===== src/rtl/fp_mul_pkg.sv =====
// Shared types and constants for the bfloat16 multiplier post-multiply stage.
package fp_mul_pkg;

  // Operand classification supplied by the unpack logic upstream.
  typedef enum logic [1:0] {
    CLS_ZERO = 2'd0,
    CLS_NORM = 2'd1,
    CLS_INF  = 2'd2,
    CLS_NAN  = 2'd3
  } cls_e;

  // Special-case outcome resolved in stage 1, applied in stage 2.
  typedef enum logic [1:0] {
    SP_NONE = 2'd0,
    SP_QNAN = 2'd1,
    SP_INF  = 2'd2,
    SP_ZERO = 2'd3
  } spec_e;

  localparam int          BIAS      = 127;
  localparam int          EXP_MAX   = 255;
  localparam logic [15:0] BF16_QNAN = 16'h7FC0;
  localparam logic [15:0] BF16_INF  = 16'h7F80;

endpackage


===== src/rtl/fp_mul_norm_round_rne.sv =====
// Round-to-nearest-even on a normalized fraction with guard/sticky bits.
// A carry out of the fraction wraps it to zero and bumps the exponent.
module fp_rne_round #(
  parameter int FRAC_W = 7,
  parameter int EW     = 10
) (
  input  logic [FRAC_W-1:0] frac_i,
  input  logic              guard_i,
  input  logic              sticky_i,
  input  logic [EW-1:0]     exp_i,
  output logic [FRAC_W-1:0] frac_o,
  output logic [EW-1:0]     exp_o,
  output logic              inexact_o
);

  logic            round_up;
  logic [FRAC_W:0] frac_sum;

  assign round_up  = guard_i & (sticky_i | frac_i[0]);
  assign frac_sum  = {1'b0, frac_i} + {{FRAC_W{1'b0}}, round_up};
  assign frac_o    = frac_sum[FRAC_W-1:0];
  assign exp_o     = exp_i + {{(EW-1){1'b0}}, frac_sum[FRAC_W]};
  assign inexact_o = guard_i | sticky_i;

endmodule


===== src/rtl/fp_mul_norm_round.sv =====
// Post-multiply stage of the bfloat16 multiplier: exponent add and
// normalize (stage 1), round/pack/flag (stage 2), valid/ready between.
module fp_mul_norm_round #(
  parameter int EXP_W  = 8,
  parameter int FRAC_W = 7,
  parameter int BIAS   = fp_mul_pkg::BIAS
) (
  input  logic                      clk,
  input  logic                      rst_n,
  input  logic                      in_valid,
  output logic                      in_ready,
  input  logic                      in_sign_a,
  input  logic                      in_sign_b,
  input  logic [EXP_W-1:0]          in_exp_a,
  input  logic [EXP_W-1:0]          in_exp_b,
  input  logic [1:0]                in_cls_a,
  input  logic [1:0]                in_cls_b,
  input  logic [2*(FRAC_W+1)-1:0]   in_prod,
  output logic                      out_valid,
  input  logic                      out_ready,
  output logic [EXP_W+FRAC_W:0]     out_result,
  output logic                      out_overflow,
  output logic                      out_underflow,
  output logic                      out_inexact
);
  import fp_mul_pkg::*;

  // Two guard bits on the exponent: one for overflow headroom, one sign.
  localparam int EW = EXP_W + 2;
  localparam int PW = 2 * (FRAC_W + 1);
  localparam int RW = 1 + EXP_W + FRAC_W;

  logic              s1_valid_q;
  logic              s1_sign_q,   s1_sign_d;
  logic [EW-1:0]     s1_exp_q,    s1_exp_d;
  logic [FRAC_W-1:0] s1_frac_q,   s1_frac_d;
  logic              s1_guard_q,  s1_guard_d;
  logic              s1_sticky_q, s1_sticky_d;
  spec_e             s1_spec_q,   s1_spec_d;

  logic              out_valid_q;
  logic [RW-1:0]     out_result_q, out_result_d;
  logic              out_ovf_q,    out_ovf_d;
  logic              out_unf_q,    out_unf_d;
  logic              out_inx_q,    out_inx_d;

  logic              s2_open;
  logic              s1_advance;
  logic              a_zero, b_zero, a_inf, b_inf, any_nan;

  logic [FRAC_W-1:0] rnd_frac;
  logic [EW-1:0]     rnd_exp;
  logic              rnd_inexact;

  assign s2_open    = !out_valid_q | out_ready;
  assign s1_advance = s1_valid_q & s2_open;
  assign in_ready   = !s1_valid_q | s1_advance;

  assign a_zero  = (in_cls_a == CLS_ZERO);
  assign b_zero  = (in_cls_b == CLS_ZERO);
  assign a_inf   = (in_cls_a == CLS_INF);
  assign b_inf   = (in_cls_b == CLS_INF);
  assign any_nan = (in_cls_a == CLS_NAN) | (in_cls_b == CLS_NAN);

  // Stage 1 next values: biased exponent sum, one-bit normalize, special class.
  always_comb begin
    s1_sign_d = in_sign_a ^ in_sign_b;
    s1_exp_d  = {2'b00, in_exp_a} + {2'b00, in_exp_b} - EW'(BIAS)
              + {{(EW-1){1'b0}}, in_prod[PW-1]};
    if (in_prod[PW-1]) begin
      s1_frac_d   = in_prod[PW-2 -: FRAC_W];
      s1_guard_d  = in_prod[PW-FRAC_W-2];
      s1_sticky_d = |in_prod[PW-FRAC_W-3:0];
    end else begin
      s1_frac_d   = in_prod[PW-3 -: FRAC_W];
      s1_guard_d  = in_prod[PW-FRAC_W-3];
      s1_sticky_d = |in_prod[PW-FRAC_W-4:0];
    end
    if (any_nan | (a_zero & b_inf) | (a_inf & b_zero)) begin
      s1_spec_d = SP_QNAN;
    end else if (a_inf | b_inf) begin
      s1_spec_d = SP_INF;
    end else if (a_zero | b_zero) begin
      s1_spec_d = SP_ZERO;
    end else begin
      s1_spec_d = SP_NONE;
    end
  end

  fp_rne_round #(
    .FRAC_W (FRAC_W),
    .EW     (EW)
  ) u_rne (
    .frac_i    (s1_frac_q),
    .guard_i   (s1_guard_q),
    .sticky_i  (s1_sticky_q),
    .exp_i     (s1_exp_q),
    .frac_o    (rnd_frac),
    .exp_o     (rnd_exp),
    .inexact_o (rnd_inexact)
  );

  // Stage 2 next values: specials win, then overflow / flush-to-zero / pack.
  always_comb begin
    out_result_d = '0;
    out_ovf_d    = 1'b0;
    out_unf_d    = 1'b0;
    out_inx_d    = 1'b0;
    case (s1_spec_q)
      SP_QNAN: out_result_d = BF16_QNAN;
      SP_INF:  out_result_d = {s1_sign_q, BF16_INF[RW-2:0]};
      SP_ZERO: out_result_d = {s1_sign_q, {(RW-1){1'b0}}};
      default: begin
        if (!rnd_exp[EW-1] && rnd_exp >= EW'(EXP_MAX)) begin
          out_result_d = {s1_sign_q, BF16_INF[RW-2:0]};
          out_ovf_d    = 1'b1;
          out_inx_d    = 1'b1;
        end else if (rnd_exp[EW-1] || rnd_exp == '0) begin
          out_result_d = {s1_sign_q, {(RW-1){1'b0}}};
          out_unf_d    = 1'b1;
          out_inx_d    = 1'b1;
        end else begin
          out_result_d = {s1_sign_q, rnd_exp[EXP_W-1:0], rnd_frac};
          out_inx_d    = rnd_inexact;
        end
      end
    endcase
  end

  // Pipeline registers; each stage loads when its successor has room.
  always_ff @(posedge clk or negedge rst_n) begin
    if (!rst_n) begin
      s1_valid_q   <= 1'b0;
      s1_sign_q    <= 1'b0;
      s1_exp_q     <= '0;
      s1_frac_q    <= '0;
      s1_guard_q   <= 1'b0;
      s1_sticky_q  <= 1'b0;
      s1_spec_q    <= SP_NONE;
      out_valid_q  <= 1'b0;
      out_result_q <= '0;
      out_ovf_q    <= 1'b0;
      out_unf_q    <= 1'b0;
      out_inx_q    <= 1'b0;
    end else begin
      if (in_ready) begin
        s1_valid_q <= in_valid;
        if (in_valid) begin
          s1_sign_q   <= s1_sign_d;
          s1_exp_q    <= s1_exp_d;
          s1_frac_q   <= s1_frac_d;
          s1_guard_q  <= s1_guard_d;
          s1_sticky_q <= s1_sticky_d;
          s1_spec_q   <= s1_spec_d;
        end
      end
      if (s2_open) begin
        out_valid_q <= s1_valid_q;
        if (s1_valid_q) begin
          out_result_q <= out_result_d;
          out_ovf_q    <= out_ovf_d;
          out_unf_q    <= out_unf_d;
          out_inx_q    <= out_inx_d;
        end
      end
    end
  end

  assign out_valid     = out_valid_q;
  assign out_result    = out_result_q;
  assign out_overflow  = out_ovf_q;
  assign out_underflow = out_unf_q;
  assign out_inexact   = out_inx_q;

endmodule


===== config.mk =====
export PLATFORM = sky130hd
export DESIGN_NAME = fp_mul_norm_round
export DESIGN_NICKNAME = d
export VERILOG_FILES = /design/src/rtl/fp_mul_pkg.sv /design/src/rtl/fp_mul_norm_round_rne.sv /design/src/rtl/fp_mul_norm_round.sv
export SDC_FILE = /design/constraint.sdc
export NUM_CORES = 1
export LEC_CHECK = 0
export ABC_AREA = 1
export CORE_MARGIN = 2
export CORE_UTILIZATION = 55
export DETAILED_ROUTE_END_ITERATION = 12
export MAX_ROUTING_LAYER = met4
export PLACE_DENSITY = 0.9
export SKIP_CTS_REPAIR_TIMING = 1
export SLEW_MARGIN = 10
export SYNTH_ARGS = -nofsm -noshare
export SYNTH_HDL_FRONTEND = slang
export SYNTH_HIERARCHICAL = 1
export SYNTH_SLANG_ARGS = --single-unit
export TNS_END_PERCENT = 50

===== constraint.sdc =====
create_clock -name clk -period 5.74 [get_ports clk]
set_input_delay 0.861 -clock clk [delete_from_list [all_inputs] [get_ports clk]]
set_output_delay 0.861 -clock clk [all_outputs]
set_load 0.02 [all_outputs]

==> results.ini, run 1 <==
[cts]
clock_path_buffers = 2
clk_latency_ns = 0.30
numCtsBuffers = 5
clock_sinks = 43
tritoncts = done
clk_transition_reported_paths_ns = 0.08
htreeDepth = 2
clockRootBuffer = clkbuf_8

[timing]
setup_viol = 0
fmax_mhz = 310
slew_viol_final = 0
finalCriticalPeriod_ns = 3.23
finClkSkew_ns = 0.00808
fin_setup_tns_ns = 0
relSlewSlack = 0.384
fin_crit_sh = 0.563
finalHoldViolations = 0
rsz0062_at_grt = no
tightest_slew_ns = 0.924

[detailed_routing]
antenna_left = 0
num_vias = 2649
wire_per_inst_um = 12.1
drt-pass1-iter-count = 4
route.detailed.drc = 0
viasPerCell = 5.14
wl_um = 6240
drtIter0Drc = 103

[layout]
seq_area_mm2 = 0.00108
layout_common_cells = nand2_1 (119), clkdlybuf4s50_1 (61), dfrtp_1 (43)
antenna-diode-count = 0
final_common_cell = nand2_1
multi_input_area_mm2 = 0.00164
fillCellCount = 407
final_cell_area_mm2 = 0.00372
drive_above_1_share = 0.0809
nNetsFinal = 512
area_growth_pct = 27.1

[critical_path]
critPathSlowestCell = clkdlybuf4s50_1
endpoint_kind = flop
slowest_delay_ns = 0.64
start_kind = input port
worstSetupPathType = input port to flop
cp.required_ns = 5.93
path_buf_inv = 4
cp_cell_sequence = clkdlybuf4s50_1 -> clkinv_1 -> ha_1 -> inv_1 -> ha_1 -> inv_1 -> fa_1 -> o21ai_2 -> nand3_1 -> nand2_1 -> nand2_1 -> nand3_1 -> nand2_1
cp_common_cell = nand2_1
critPathLaunch = in_prod[15]
r2r_start = s1_sticky_q
critPathTopFamily = buffers and inverters
arrival_ns = 3.42
crit_fanout = 10

[die]
num_rows = 26
fp.dieH_um = 77.0
initial_core_util = 0.570
die-area_mm2 = 0.00593
ios = 63
die_w_um = 77.0
core_mm2 = 0.00514

[yosys]
synthArstFlopShare = 1.00
synth_ff_type = dfrtp_1
synth_nets = 449
syn_inst = 381
yosysWarnings = 6
synth_area_mm2 = 0.00293
synth_edf_count = 0
yosysUniqueCellTypes = 36
yosysSeqAreaShare = 0.367
avgSynthCellArea_um2 = 7.69
ys_seq_elements = 43

[min_path]
hp-class = flop to flop
min_from = out_result[4]

[global_route]
grt_util_all_layers = 0.233
grt_max_degree = 44
overflow = 0
antenna_found_initial = 0
grt_pass1_vias = 2576
grt_pass1_wl_um = 11100

[power_and_ir_drop]
p_int_mw = 0.749
clockPowerShare = 0.235
switching_share = 0.358
pwr-share-comb = 0.395
irDropWorstVdd_uv = 141
switching_power_mw = 0.417
powerDensity_mw_per_mm2 = 313
p_seq_frac = 0.369
p_leak_nw = 1.84

[placement]
port_buffers = 62
gp_congestion = 0.870
dp_hpwl_um = 4950
placed_cell_area_mm2 = 0.00359

[run_status]
outcome = complete, no violations

[job]
cap_viol_max_count = 0

## registers in the layout, summed over array words and instances (netlist names)
signal / cells
out_overflow: 1
s1_valid_q: 1
out_inexact: 1
out_underflow: 1
s1_sign_q: 1
s1_spec_q: 2
s1_guard_q: 1
s1_exp_q: 10
s1_sticky_q: 1
out_result: 16
s1_frac_q: 7
out_valid: 1
## power by group through the flow
stage | clock network [mW] | registers [mW] | logic, mW
floorplan | 0 | 0.476 | 0.248
global placement | 0 | 0.431 | 0.444
detailed placement | 0 | 0.436 | 0.459
CTS | 0.280 | 0.431 | 0.463
global route | 0.295 | 0.442 | 0.514
finish | 0.275 | 0.431 | 0.461
## path summary, 6_finish.rpt
check | to | slack [ns] | depth (start not counted)
max reg2reg | out_inexact | 2.65 | 15
min | out_result[4] | 0.48 | 2
max | s1_exp_q[8] | 2.51 | 13
max in group asynchronous | s1_exp_q[9] | 4.46 | 1
min in group asynchronous | out_result[4] | 0.69 | 1
min reg2reg | out_result[4] | 0.48 | 2
## layer usage
metal | wire (um) | track usage | up-vias
met5 | 0 | - | -
met4 | 84 | 0.0679 | 0
met3 | 248 | 0.0447 | 10
met2 | 3150 | 0.407 | 73
met1 | 2760 | 0.276 | 1206
li1 | - | - | 1360
## cells in the mapped netlist, types with 2 or more instances
cell | count | area (um2)
a21oi_1 | 13 | 65.1
a31oi_1 | 8 | 50.1
buf_2 | 4 | 20.0
buf_6 | 2 | 22.5
dfrtp_1 | 43 | 1080
ha_1 | 25 | 313
inv_1 | 38 | 143
inv_2 | 4 | 15.0
nand2_1 | 119 | 447
nand2_2 | 3 | 18.8
nand2_4 | 3 | 33.8
nand3_1 | 23 | 115
nand3_2 | 3 | 30.0
nand3b_1 | 2 | 15.0
nand4_1 | 11 | 68.8
nor2_1 | 30 | 113
nor2_2 | 5 | 31.3
nor4_1 | 2 | 12.5
o21ai_0 | 9 | 45.0
o21ai_1 | 6 | 30.0
or2_2 | 2 | 12.5
xnor2_1 | 5 | 43.8
xor2_1 | 8 | 70.1
## worst min-delay path, stage by stage (launching register included)
cell and delay (ns):
dfrtp_1 0.35, nand2_1 0.05, nand2_1 0.05
## through the flow
step / setup WS, ns / power [mW] / cells / utilization / hold slack [ns]
floorplan: 2.98 / 0.724 / 381 / - / 0.453
global placement: 2.34 / 0.876 / 507 / 0.699 / 0.464
detailed placement: 2.21 / 0.896 / 507 / 0.699 / 0.466
CTS: 2.53 / 1.17 / 515 / 0.724 / 0.489
global route: 2.32 / 1.25 / 515 / 0.724 / 0.507
finish: 2.51 / 1.17 / 515 / 0.724 / 0.483
## cell type report
type,instances,share of cell area
Timing Repair Buffer,62,0.165
Inverter,44,0.0450
Clock inverter,2,0.0161
Tap cell,70,0.0235
Sequential cell,43,0.289
Clock buffer,6,0.0195
Multi-Input combinational cell,288,0.442
## cell families after synthesis
family                     share of synthesized area
and+or+nand+nor                                0.319
xor gates and xnor gates                      0.0389
adders and majority gates                      0.114
buffers and inverters                         0.0717
DFF                                            0.367
AOI/OAI and AO/OA                             0.0901
Note: power is estimated with default switching activity, not from simulation.
==> inputs of run 2 (changes only) <==
--- a/config.mk
+++ b/config.mk
@@ -7,10 +7,10 @@
 export LEC_CHECK = 0
 export ABC_AREA = 1
 export CORE_MARGIN = 2
-export CORE_UTILIZATION = 55
+export CORE_UTILIZATION = 51
 export DETAILED_ROUTE_END_ITERATION = 12
 export MAX_ROUTING_LAYER = met4
-export PLACE_DENSITY = 0.9
+export PLACE_DENSITY = 0.84
 export SKIP_CTS_REPAIR_TIMING = 1
 export SLEW_MARGIN = 10
 export SYNTH_ARGS = -nofsm -noshare
==> constraint.sdc (replaced) <==
create_clock -name clk -period 3.1 [get_ports clk]
set_input_delay 0.465 -clock clk [delete_from_list [all_inputs] [get_ports clk]]
set_output_delay 0.465 -clock clk [all_outputs]
set_load 0.02 [all_outputs]
==> run 2 against run 1 <==
Net effect: critical endpoint is now out_inexact; first-iteration DRC count up 22%; sequential cell count unchanged; die area up 7.4%; largest cell class unchanged; final cell count up 0.78%.
==> results.ini, run 2 (synthesized netlist as in run 1, its figures left out) <==
[detailed_routing]
num_vias = 2627
viasPerCell = 5.06
antenna_left = 0
route.detailed.drc = 0
drt-pass1-iter-count = 4
wire_per_inst_um = 11.8
drtIter0Drc = 126
wl_um = 6130

[critical_path]
critPathTopFamily = simple AND/OR/NAND/NOR gates
r2r_setup_slack_ns = 0.24
path_buf_inv = 0
worstRegToRegCells = 15
crit_cells = 15
critPathLaunch = s1_sticky_q
cp.required_ns = 3.29
cp_cell_sequence = o21a_1 -> ha_1 -> nand2_1 -> nor4_1 -> ha_2 -> ha_1 -> nand2_1 -> nor2_2 -> xor2_2 -> or2_4 -> nor2_4 -> a21oi_4 -> nand2_1 -> o21ai_1 -> nand2_1
critPathSlowestCell = dfrtp_1
arrival_ns = 3.05
cp_common_cell = nand2_1
endpoint_kind = flop
r2r_start = s1_sticky_q
setup.worst_path.end = out_inexact
crit_fanout = 9
slowest_delay_ns = 0.37
start_kind = flop
r2r-end = out_inexact
worstSetupPathType = flop to flop

[global_route]
grt_pass1_vias = 2533
use_met1 = 0.276
overflow = 0
antenna_found_initial = 0
grt_use_met3 = 0.0407
grt_util_all_layers = 0.218
top_usage_layer = met2
grt_pass1_wl_um = 10900
grt.met2_usage = 0.361
grt_max_degree = 44

[cts]
numCtsBuffers = 5
htreeDepth = 2
clk_latency_ns = 0.29
clock_path_buffers = 2
clockRootBuffer = clkbuf_8
tritoncts = done
clock_sinks = 43
clk_transition_reported_paths_ns = 0.08

[layout]
largest_reg_flops = 16
drive_above_1_share = 0.0917
area_growth_pct = 27.5
final_util = 0.674
final_common_cell = nand2_1
fillCellCount = 458
antenna-diode-count = 0
nNetsFinal = 514
layout_common_cells = nand2_1 (119), clkdlybuf4s50_1 (61), dfrtp_1 (43)

[job]
cap_viol_max_count = 0

[timing]
fmax_mhz = 349
setup_viol = 0
setup_ws_ns = 0.236
slew_viol_final = 0
finClkSkew_ns = 0.00276
finalCriticalPeriod_ns = 2.86
relSlewSlack = 0.388
tightest_slew_ns = 0.917
finalHoldViolations = 0
fin_crit_sh = 0.924

[placement]
dp_hpwl_um = 4730
port_buffers = 62
gp_congestion = 0.862
pre_cts_ws_ns = 0.257

[die]
num_rows = 27
ios = 63
die-area_mm2 = 0.00637
initial_core_util = 0.529
fp.dieH_um = 79.8
die_w_um = 79.8
core_mm2 = 0.00554

[power_and_ir_drop]
p_leak_nw = 1.84
irDropWorstVdd_uv = 342
powerDensity_mw_per_mm2 = 563

[run_status]
outcome = complete, no violations

[min_path]
hp-class = input port to async pin

-- run 2: report_power, final --
| group | internal (mW) | total [mW] | leakage [nW] | switching (mW) |
|---|---|---|---|---|
| Sequential | 0.691 | 0.800 | 0.516 | 0.109 |
| Clock | 0.261 | 0.449 | 0.0612 | 0.189 |
| Combinational | 0.378 | 0.855 | 1.26 | 0.477 |
| Total | 1.33 | 2.10 | 1.84 | 0.775 |
-- run 2: per-layer routing --
| layer | wire length, um | part of all wire |
|---|---|---|
| met5 | 0 | 0 |
| met1 | 2830 | 0.46 |
| met4 | 76 | 0.012 |
| met3 | 214 | 0.035 |
| met2 | 3010 | 0.49 |
-- run 2: how the worst min path moves through the flow --
stage / startpoint / to / slack (ns) / cells past startpoint
2_1_floorplan: rst_n / out_inexact / 0.17 / 0
3_3_place_gp: out_result[2] / out_result[2] / 0.47 / 2
3_5_place_dp: out_result[4] / out_result[4] / 0.47 / 2
4_1_cts: rst_n / out_result[5] / 0.33 / 1
5_1_grt: rst_n / out_result[5] / 0.38 / 1
6_report: rst_n / out_result[5] / 0.30 / 1
-- run 2: area by class of cell --
type	count	area [um2]	share of cell area
Timing Repair Buffer	64	631	0.169
Clock inverter	2	35.0	0.00938
Clock buffer	6	82.6	0.0221
Inverter	44	168	0.0449
Multi-Input combinational cell	288	1650	0.443
Tap cell	72	90.1	0.0241
Sequential cell	43	1080	0.288
-- run 2: per-stage QoR --
stage	cells	area (um2)	total power [mW]	hold WS [ns]	setup TNS, ns
3_3_place_gp	511	3610	1.63	0.466	0
4_1_cts	519	3730	2.11	0.333	0
5_1_grt	519	3740	2.26	0.383	-0.0230
6_report	519	3740	2.10	0.298	0
3_5_place_dp	511	3610	1.66	0.473	0
2_1_floorplan	381	2930	1.34	0.169	0
